$ cat config.mk
export PLATFORM = sky130hd
export DESIGN_NAME = int_request_arb_flat
export DESIGN_NICKNAME = d
export VERILOG_FILES = /design/src/rtl/int_request_arb_if.sv /design/src/rtl/int_request_arb.sv /design/src/flat_wrapper.sv
export SDC_FILE = /design/constraint.sdc
export NUM_CORES = 1
export LEC_CHECK = 0
export BUFFER_PORTS_ARGS = -buffer_cell sky130_fd_sc_hd__buf_2
export CORE_MARGIN = 10
export CORE_UTILIZATION = 50
export CTS_BUF_LIST = sky130_fd_sc_hd__clkbuf_16
export DETAILED_ROUTE_END_ITERATION = 10
export PLACE_DENSITY = 0.71
export SKIP_CTS_REPAIR_TIMING = 1
export SLEW_MARGIN = 30
export SYNTH_ARGS = -nofsm -noshare
export SYNTH_HDL_FRONTEND = slang
export SYNTH_SLANG_ARGS = --single-unit
$ cat constraint.sdc
create_clock -name sim_clk -period 4.8 [get_ports sim_clk]
set_clock_uncertainty 0.05 [all_clocks]
set_input_delay 1.2 -clock sim_clk [delete_from_list [all_inputs] [get_ports sim_clk]]
set_output_delay 1.2 -clock sim_clk [all_outputs]
set_load 0.01 [all_outputs]
$ cat src/rtl/int_request_arb_if.sv
// Interrupt request bus between the discrete sources/LVDC side and the arbiter.
// master drives sources, inhibits and strobes; slave is the arbiter.
interface int_request_arb_if #(
    parameter int N_INT = 13
);
    logic [N_INT-1:0] int_src;
    logic [N_INT-1:0] icr_n;
    logic             rd_stb;
    logic             int_done;
    logic             intreq;
    logic [N_INT-1:0] int_word;
    logic [3:0]       int_id;
    logic [N_INT-1:0] pend;
    logic             int_tmo;

    modport master (
        output int_src,
        output icr_n,
        output rd_stb,
        output int_done,
        input  intreq,
        input  int_word,
        input  int_id,
        input  pend,
        input  int_tmo
    );

    modport slave (
        input  int_src,
        input  icr_n,
        input  rd_stb,
        input  int_done,
        output intreq,
        output int_word,
        output int_id,
        output pend,
        output int_tmo
    );
endinterface

$ cat src/rtl/int_request_arb.sv
// Interrupt request arbiter: edge-latches discrete sources, masks with ICR, requests LVDC.
// Optional REQ-state timeout flag enabled by defining INT_TIMEOUT_EN.
module int_request_arb #(
    parameter int N_INT       = 13,
    parameter int SYNC_STAGES = 2,
    parameter int HOLDOFF_CYC = 4,
    parameter int TIMEOUT_CYC = 1024
) (
    input logic              sim_clk,
    input logic              sim_rst,
    int_request_arb_if.slave bus
);
    localparam int HW = (HOLDOFF_CYC > 1) ? $clog2(HOLDOFF_CYC) : 1;

    typedef enum logic [1:0] {
        IDLE,
        REQ,
        SERVICE,
        HOLDOFF
    } state_t;

    state_t state_q, state_d;

    logic [SYNC_STAGES-1:0][N_INT-1:0] sync_q;
    logic [N_INT-1:0] last_q;
    logic [N_INT-1:0] rise;
    logic [N_INT-1:0] pend_q;
    logic [N_INT-1:0] masked;
    logic [N_INT-1:0] clr;
    logic [N_INT-1:0] word_q, word_d;
    logic [HW-1:0]    hold_q, hold_d;
    logic             intreq_q;
    logic [3:0]       id;

    assign rise   = sync_q[SYNC_STAGES-1] & ~last_q;
    assign masked = pend_q & bus.icr_n;

    always_ff @(posedge sim_clk or posedge sim_rst) begin
        if (sim_rst) begin
            sync_q <= '0;
            last_q <= '0;
        end else begin
            sync_q <= {sync_q[SYNC_STAGES-2:0], bus.int_src};
            last_q <= sync_q[SYNC_STAGES-1];
        end
    end

    always_comb begin
        state_d = state_q;
        hold_d  = hold_q;
        word_d  = word_q;
        clr     = '0;
        unique case (state_q)
            IDLE: begin
                if (|masked) state_d = REQ;
            end
            REQ: begin
                // A fully inhibited word withdraws the request
                if (masked == '0) begin
                    state_d = IDLE;
                end else if (bus.rd_stb) begin
                    state_d = SERVICE;
                    word_d  = masked;
                    clr     = masked;
                end
            end
            SERVICE: begin
                if (bus.int_done) begin
                    state_d = HOLDOFF;
                    hold_d  = HW'(HOLDOFF_CYC - 1);
                end
            end
            HOLDOFF: begin
                if (hold_q == '0) state_d = IDLE;
                else hold_d = hold_q - HW'(1);
            end
            default: state_d = IDLE;
        endcase
    end

    always_ff @(posedge sim_clk or posedge sim_rst) begin
        if (sim_rst) begin
            state_q  <= IDLE;
            hold_q   <= '0;
            word_q   <= '0;
            pend_q   <= '0;
            intreq_q <= 1'b0;
        end else begin
            state_q  <= state_d;
            hold_q   <= hold_d;
            word_q   <= word_d;
            // Set after clear so a new edge on the read cycle survives
            pend_q   <= (pend_q & ~clr) | rise;
            intreq_q <= (state_d == REQ);
        end
    end

    always_comb begin
        id = '0;
        for (int k = N_INT - 1; k >= 0; k--) begin
            if (masked[k]) id = 4'(k + 1);
        end
    end

`ifdef INT_TIMEOUT_EN
    localparam int TW = $clog2(TIMEOUT_CYC + 1);

    logic [TW-1:0] tmo_cnt_q;
    logic          tmo_q;

    always_ff @(posedge sim_clk or posedge sim_rst) begin
        if (sim_rst) begin
            tmo_cnt_q <= '0;
            tmo_q     <= 1'b0;
        end else if (state_q == REQ) begin
            if (tmo_cnt_q != TW'(TIMEOUT_CYC))
                tmo_cnt_q <= tmo_cnt_q + TW'(1);
            if (tmo_cnt_q == TW'(TIMEOUT_CYC - 1))
                tmo_q <= 1'b1;
        end else begin
            tmo_cnt_q <= '0;
        end
    end

    assign bus.int_tmo = tmo_q;
`else
    assign bus.int_tmo = 1'b0;
`endif

    assign bus.intreq   = intreq_q;
    assign bus.int_word = word_q;
    assign bus.int_id   = id;
    assign bus.pend     = pend_q;
endmodule

$ cat src/flat_wrapper.sv
// flat-port wrapper written by rule: the top's interface ports become plain ports
module int_request_arb_flat 
#(
    parameter int N_INT       = 13,
    parameter int SYNC_STAGES = 2,
    parameter int HOLDOFF_CYC = 4,
    parameter int TIMEOUT_CYC = 1024
)
  (sim_clk, sim_rst, bus_int_src, bus_icr_n, bus_rd_stb, bus_int_done, bus_intreq, bus_int_word, bus_int_id, bus_pend, bus_int_tmo);
  int_request_arb_if #(.N_INT(N_INT)) bus_i ();
  input logic sim_clk;
  input logic sim_rst;
  input wire logic [$bits(bus_i.int_src)-1:0] bus_int_src;
  input wire logic [$bits(bus_i.icr_n)-1:0] bus_icr_n;
  input wire logic [$bits(bus_i.rd_stb)-1:0] bus_rd_stb;
  input wire logic [$bits(bus_i.int_done)-1:0] bus_int_done;
  output wire logic [$bits(bus_i.intreq)-1:0] bus_intreq;
  output wire logic [$bits(bus_i.int_word)-1:0] bus_int_word;
  output wire logic [$bits(bus_i.int_id)-1:0] bus_int_id;
  output wire logic [$bits(bus_i.pend)-1:0] bus_pend;
  output wire logic [$bits(bus_i.int_tmo)-1:0] bus_int_tmo;
  assign bus_i.int_src = bus_int_src;
  assign bus_i.icr_n = bus_icr_n;
  assign bus_i.rd_stb = bus_rd_stb;
  assign bus_i.int_done = bus_int_done;
  assign bus_intreq = bus_i.intreq;
  assign bus_int_word = bus_i.int_word;
  assign bus_int_id = bus_i.int_id;
  assign bus_pend = bus_i.pend;
  assign bus_int_tmo = bus_i.int_tmo;
  int_request_arb #(.N_INT(N_INT), .SYNC_STAGES(SYNC_STAGES), .HOLDOFF_CYC(HOLDOFF_CYC), .TIMEOUT_CYC(TIMEOUT_CYC)) u_core (.sim_clk(sim_clk), .sim_rst(sim_rst), .bus(bus_i));
endmodule
Yosys cells after proc, flatten, opt, wreduce, memory -nomap -nowiden
Cells that the tools add are included.
{"block": "word_totals", "register_bits": 70, "out_inout_bits": 32}
{"block": "classes", "n_addsub": 1, "eq_ne": 6, "muxes": 25, "n_bitwise": 7, "reduce_logical": 7}
{"operator": "2-to-1 mux 4 bit", "n": 13}
{"operator": "bitwise AND 13 bit", "n": 3}
{"operator": "2-to-1 mux 13 bit", "n": 3}
{"operator": "inverter 13 bit", "n": 2}
{"operator": "2-to-1 mux 2 bit", "n": 7}
{"operator": "zero test 13 bit", "n": 1}
{"operator": "bitwise OR 13 bit", "n": 1}
{"operator": "OR reduction 13 bit", "n": 1}
{"operator": "case mux 2 bit (4 select lines)", "n": 1}
{"operator": "AND reduction 3 bit", "n": 2}
{"operator": "equality test 2 x 1 -> 1 bit (second input constant)", "n": 2}
{"operator": "equality test 2 bit (second input constant)", "n": 2}
{"operator": "zero test 2 bit", "n": 2}
{"operator": "inequality test 2 bit (second input constant)", "n": 2}
{"operator": "case mux 2 bit (2 select lines)", "n": 1}
{"operator": "nonzero test 2 bit", "n": 1}
{"operator": "subtractor 2 x 1 -> 2 bit (second input constant)", "n": 1}
{"operator": "inverter 1 bit", "n": 1}

Depth between registers and ports, before layout
{"block": "logic_depth", "depth_word": 14, "ltp_mapped": 7}

Least setup slack after synthesis
Ideal clock, no wire load.
{"block": "synth_timing", "path_kind": "in2out", "start": "input bus_icr_n[2]", "end": "output bus_int_id[3]", "arrival_time_ps": 2163, "required_time_ps": 3550, "slack_ps": 1387, "path_stages": 4, "n_path_buf": 1, "path_cell_list": "a222oi_1 nand4_2 buf_6 nor2b_1"}
{"block": "synth_between", "elab_chain_len": 4}
{"item": "from (decl)", "line": "flat_wrapper.sv:14", "rtl": "input wire logic [$bits(bus_i.icr_n)-1:0] bus_icr_n;"}
{"item": "bitwise AND 13 bit", "line": "int_request_arb.sv:36", "rtl": "assign masked = pend_q & bus.icr_n;"}
{"item": "2-to-1 mux 4 bit (3 in series)", "line": "int_request_arb.sv:101", "rtl": "if (masked[k]) id = 4'(k + 1);"}
{"item": "to (decl)", "line": "flat_wrapper.sv:19", "rtl": "output wire logic [$bits(bus_i.int_id)-1:0] bus_int_id;"}
Every way passes these cells.

Final worst setup path
{"block": "layout_timing", "start": "input bus_icr_n[10]", "end": "output bus_int_id[2]"}
{"block": "layout_between", "elab_chain_len": 12}
{"item": "bitwise AND 13 bit", "line": "int_request_arb.sv:36"}
{"item": "2-to-1 mux 4 bit (11 in series)", "line": "int_request_arb.sv:101"}
Every way passes these cells.

==> summary by stage <==
Logic synthesis
Synthesis handed over a netlist of 198 instances. After synthesis, the cell types taking the most area are sky130_fd_sc_hd__dfrtp_1 (66%), sky130_fd_sc_hd__a22o_1 (5.0%), sky130_fd_sc_hd__o211ai_2 (4.3%). When the netlist entered floorplanning its net count stood at 229. The library cell occupying the most area in the post-synthesis netlist is sky130_fd_sc_hd__dfrtp_1. Yosys mapped a number of flops with a built-in enable equal to 0.

In this run the biggest area consumer among cell types represents 66.4% of the synthesized area. The fraction of synthesis flops using an asynchronous set or reset pin is 100%. The primary flip-flop cell chosen by synthesis mapping is sky130_fd_sc_hd__dfrtp_1. Counting distinct cell types in the post-synthesis netlist gives 39. The synthesized design contains 70 register bits. The average instance area after synthesis is 13.3 um^2. The cell area that synthesis handed to floorplanning was 0.00264 mm^2.

For this run, the number of Yosys warnings is 0. The fraction of the yosys area taken by sequential cells is 66.4%.

Timing
The post-route minimum period is 3.53 ns. The number of endpoints with negative hold slack in the final report is 0. Setup repair after global routing left no endpoint under its margin.

The final critical path takes up 73.5% of the cycle. The number of setup violations in the final report is 0. The transition time at the pin with the least slew margin is 0.646 ns.

The max-slew violation count was 0. Based on the critical path, the design can be clocked at up to 0.284 GHz. Setup total negative slack on the finished layout was measured at 0 ns. Across all setup checks in the final design, the least slack found is 1.27 ns.

The worst pin sits at a relative slew slack of 56.9%.

Cells and area
Leaving out fill and tap cells, the most frequent cell in the layout is sky130_fd_sc_hd__dfrtp_1. The finished layout holds 340 standard cells, fillers aside. In the layout the commonest cells are sky130_fd_sc_hd__dfrtp_1 (70), sky130_fd_sc_hd__buf_2 (60), sky130_fd_sc_hd__a22o_1 (15), sky130_fd_sc_hd__inv_1 (15), sky130_fd_sc_hd__nand2_1 (13).

The area growth from synthesis to layout is 27.1%. The number of fill cells is 418. In the final layout, the share of cells above drive strength 1 is 35.2%.

0 antenna diodes ended up in the layout. The final layout net count is 296.

Global route
The number of global-route vias before repair is 1908. The first-pass GRT wire length is 9200 um. The global route total overflow is 0.

The initial antenna violation count is 1. Global routing used 13.7% of the available tracks. The pin count of the biggest net entering global routing is 57.

Power and ir drop
Dividing total power by cell area gives a power density of 606 mW/mm^2. IR analysis of the VDD net gives a maximum drop of 0.412 mV. Summed over all cells, the static leakage comes to 1.70 nW. Power comes to 0.00203 W.

Clock tree
The count of H-tree levels built during CTS is 3. The clock tree from TritonCTS is yes. The buffer depth of the longest clock path is 2. The master cell of the clock root buffer is sky130_fd_sc_hd__clkbuf_16. The clock slew seen by the registers of the worst setup and hold paths is 0.06 ns. The number of clock sinks is 70. The total CTS buffers is 9. For the worst-skew pair, the clock arrives at the later sink with an insertion delay of 0.33 ns.

Job
The tool flagged a number of max-cap violations equal to 0.

Critical path
Broken down by cell family, the worst path's largest delay share belongs to compound AO/OA/AOI/OAI gates. The signal on the critical path passes through buf_2 -> a22oi_1 -> nand3_1 -> o2111ai_1 -> and2_1 -> buf_2. In this run the critical register-to-register path is captured at u_core.bus.int_word[2]. Counting cells, the worst reg-to-reg path comes to 5.

The largest stage delay on the critical path is 0.33 ns. The cell depth of the worst setup path is 6. The critical path is of the in2out type.

The worst setup path startpoint is bus_icr_n[10]. STA puts the critical path data arrival time at 2.28 ns. Of all nets on the critical path, the largest fanout is 4. The worst setup path is captured at a primary output.

The required time of the critical path is 3.55 ns. The number of buffers and inverters on the critical path is 2. The cell that appears most often on the critical path is sky130_fd_sc_hd__buf_2. The type of origin of the critical path is a primary input. The critical path capture point is bus_int_id[2]. The critical-path cell with the highest stage delay is sky130_fd_sc_hd__a22oi_1. Across all register-to-register paths, the minimum setup slack is 2.72 ns.

The startpoint identified for the worst register-to-register timing path is u_core.bus.pend[2].

Route
Using the TritonRoute via totals, the vias-per-cell ratio works out to 5.30. Summed over all layers, the routed wires come to 5510 um. The count of nets left with antenna violations after detail routing is 0. For this run, design rule violations remaining after detail routing come to 0.

The routed layout has 1803 vias. The first-pass detailed-route iteration total is 4. The detailed router's first-iteration violation count is 141. The wire length per cell after detailed routing is 16.2 um.

Die
The floorplan step defined a die boundary enclosing 0.00858 mm^2. For this configuration, the core starts out at a cell density of 51.7%. In this run the horizontal extent of the chip is 92.6 um. The number of top-level design ports is 62. In this run the core area contains 26 standard-cell rows. The standard cell core area is 0.00511 mm^2. In this run the vertical extent of the chip is 92.6 um.

Placement
The number of buffers inserted by port buffering is 60. In this run, placement finished with an instance count of 324. The congestion estimate from routability-driven global placement came to 0.777. Detailed placement finished with a half-perimeter wire length of 4020 um. At the placement stage, the worst setup path has a slack of 1.27 ns.

Outcome
The run finished with clean final reports.

Worst hold path
The worst hold path belongs to the class reg2reg.
-- cells in the mapped netlist (all sizes together) (2+ instances only) --
master / number
and2: 3
a32o: 4
and3: 3
buf: 7
inv: 16
nor2: 8
nand2: 13
nand4: 3
o211ai: 12
dfrtp: 70
nor2b: 3
nand3: 2
o2bb2ai: 3
a21oi: 4
mux2: 2
a22oi: 5
a21o: 8
a22o: 15
o21ai: 5
-- where the power goes --
part / internal [W] / switching [W]
registers: 0.000709 / 0.0000948
logic: 0.000216 / 0.000244
clock network: 0.000514 / 0.000252
total: 0.00144 / 0.000591
-- sequential cells by signal (all words and copies together), names as in the netlist --
| name | cells |
|---|---|
| u_core.state_q | 2 |
| u_core.sync_q | 26 |
| u_core.last_q | 13 |
| u_core.bus.intreq | 1 |
| u_core.hold_q | 2 |
| u_core.bus.int_word | 13 |
| u_core.bus.pend | 13 |
-- layout make-up --
type | instances | area (um^2) | share of cell area, %
Clock inverter | 7 | 125 | 3.73
Inverter | 16 | 62.6 | 1.87
Tap cell | 70 | 87.6 | 2.61
Multi-Input combinational cell | 104 | 771 | 23.0
Sequential cell | 70 | 1750 | 52.2
Timing Repair Buffer | 64 | 330 | 9.85
Clock buffer | 9 | 225 | 6.72
-- per-layer routing --
layer	vias to the layer above	share of wire (%)	global-route usage [%]
met3	18	5.9	4.52
met2	52	48	20.9
met4	2	3.4	9.38
li1	855	-	-
met5	-	0.13	0
met1	876	43	16.1
-- cell families after synthesis --
group                    Yosys count  synth area share (%)
AO/OA/AOI/OAI                     62                  20.2
adder cells (fa/ha/maj)            1                 0.474
buffers and inverters             24                  4.41
flip-flops                        70                  66.4
multiplexers                       2                 0.853
other                              1                 0.142
AND/OR/NAND/NOR                   38                  7.54
-- per-stage QoR --
step | hold WS, ns | cell area [um^2] | utilization (%)
3_3_place_gp | 0.281 | 3000 | 58.7
5_1_grt | 0.303 | 3350 | 65.7
2_1_floorplan | 0.281 | 2640 | -
4_1_cts | 0.298 | 3350 | 65.7
3_5_place_dp | 0.286 | 3000 | 58.8
6_report | 0.295 | 3350 | 65.7
-- worst min path at each step --
| stage | from | to | slack, ns | cells after the start |
|---|---|---|---|---|
| final | u_core.sync_q[0] | u_core.sync_q[13] | 0.30 | 0 |
| after global routing | u_core.sync_q[2] | u_core.sync_q[15] | 0.30 | 0 |
| after CTS | u_core.sync_q[7] | u_core.sync_q[20] | 0.30 | 0 |
| after detailed placement | u_core.sync_q[7] | u_core.sync_q[20] | 0.29 | 0 |
| after global placement | u_core.sync_q[0] | u_core.sync_q[13] | 0.28 | 0 |
| after floorplan | u_core.sync_q[0] | u_core.sync_q[13] | 0.28 | 0 |
Power figures use the tool's default switching activity.
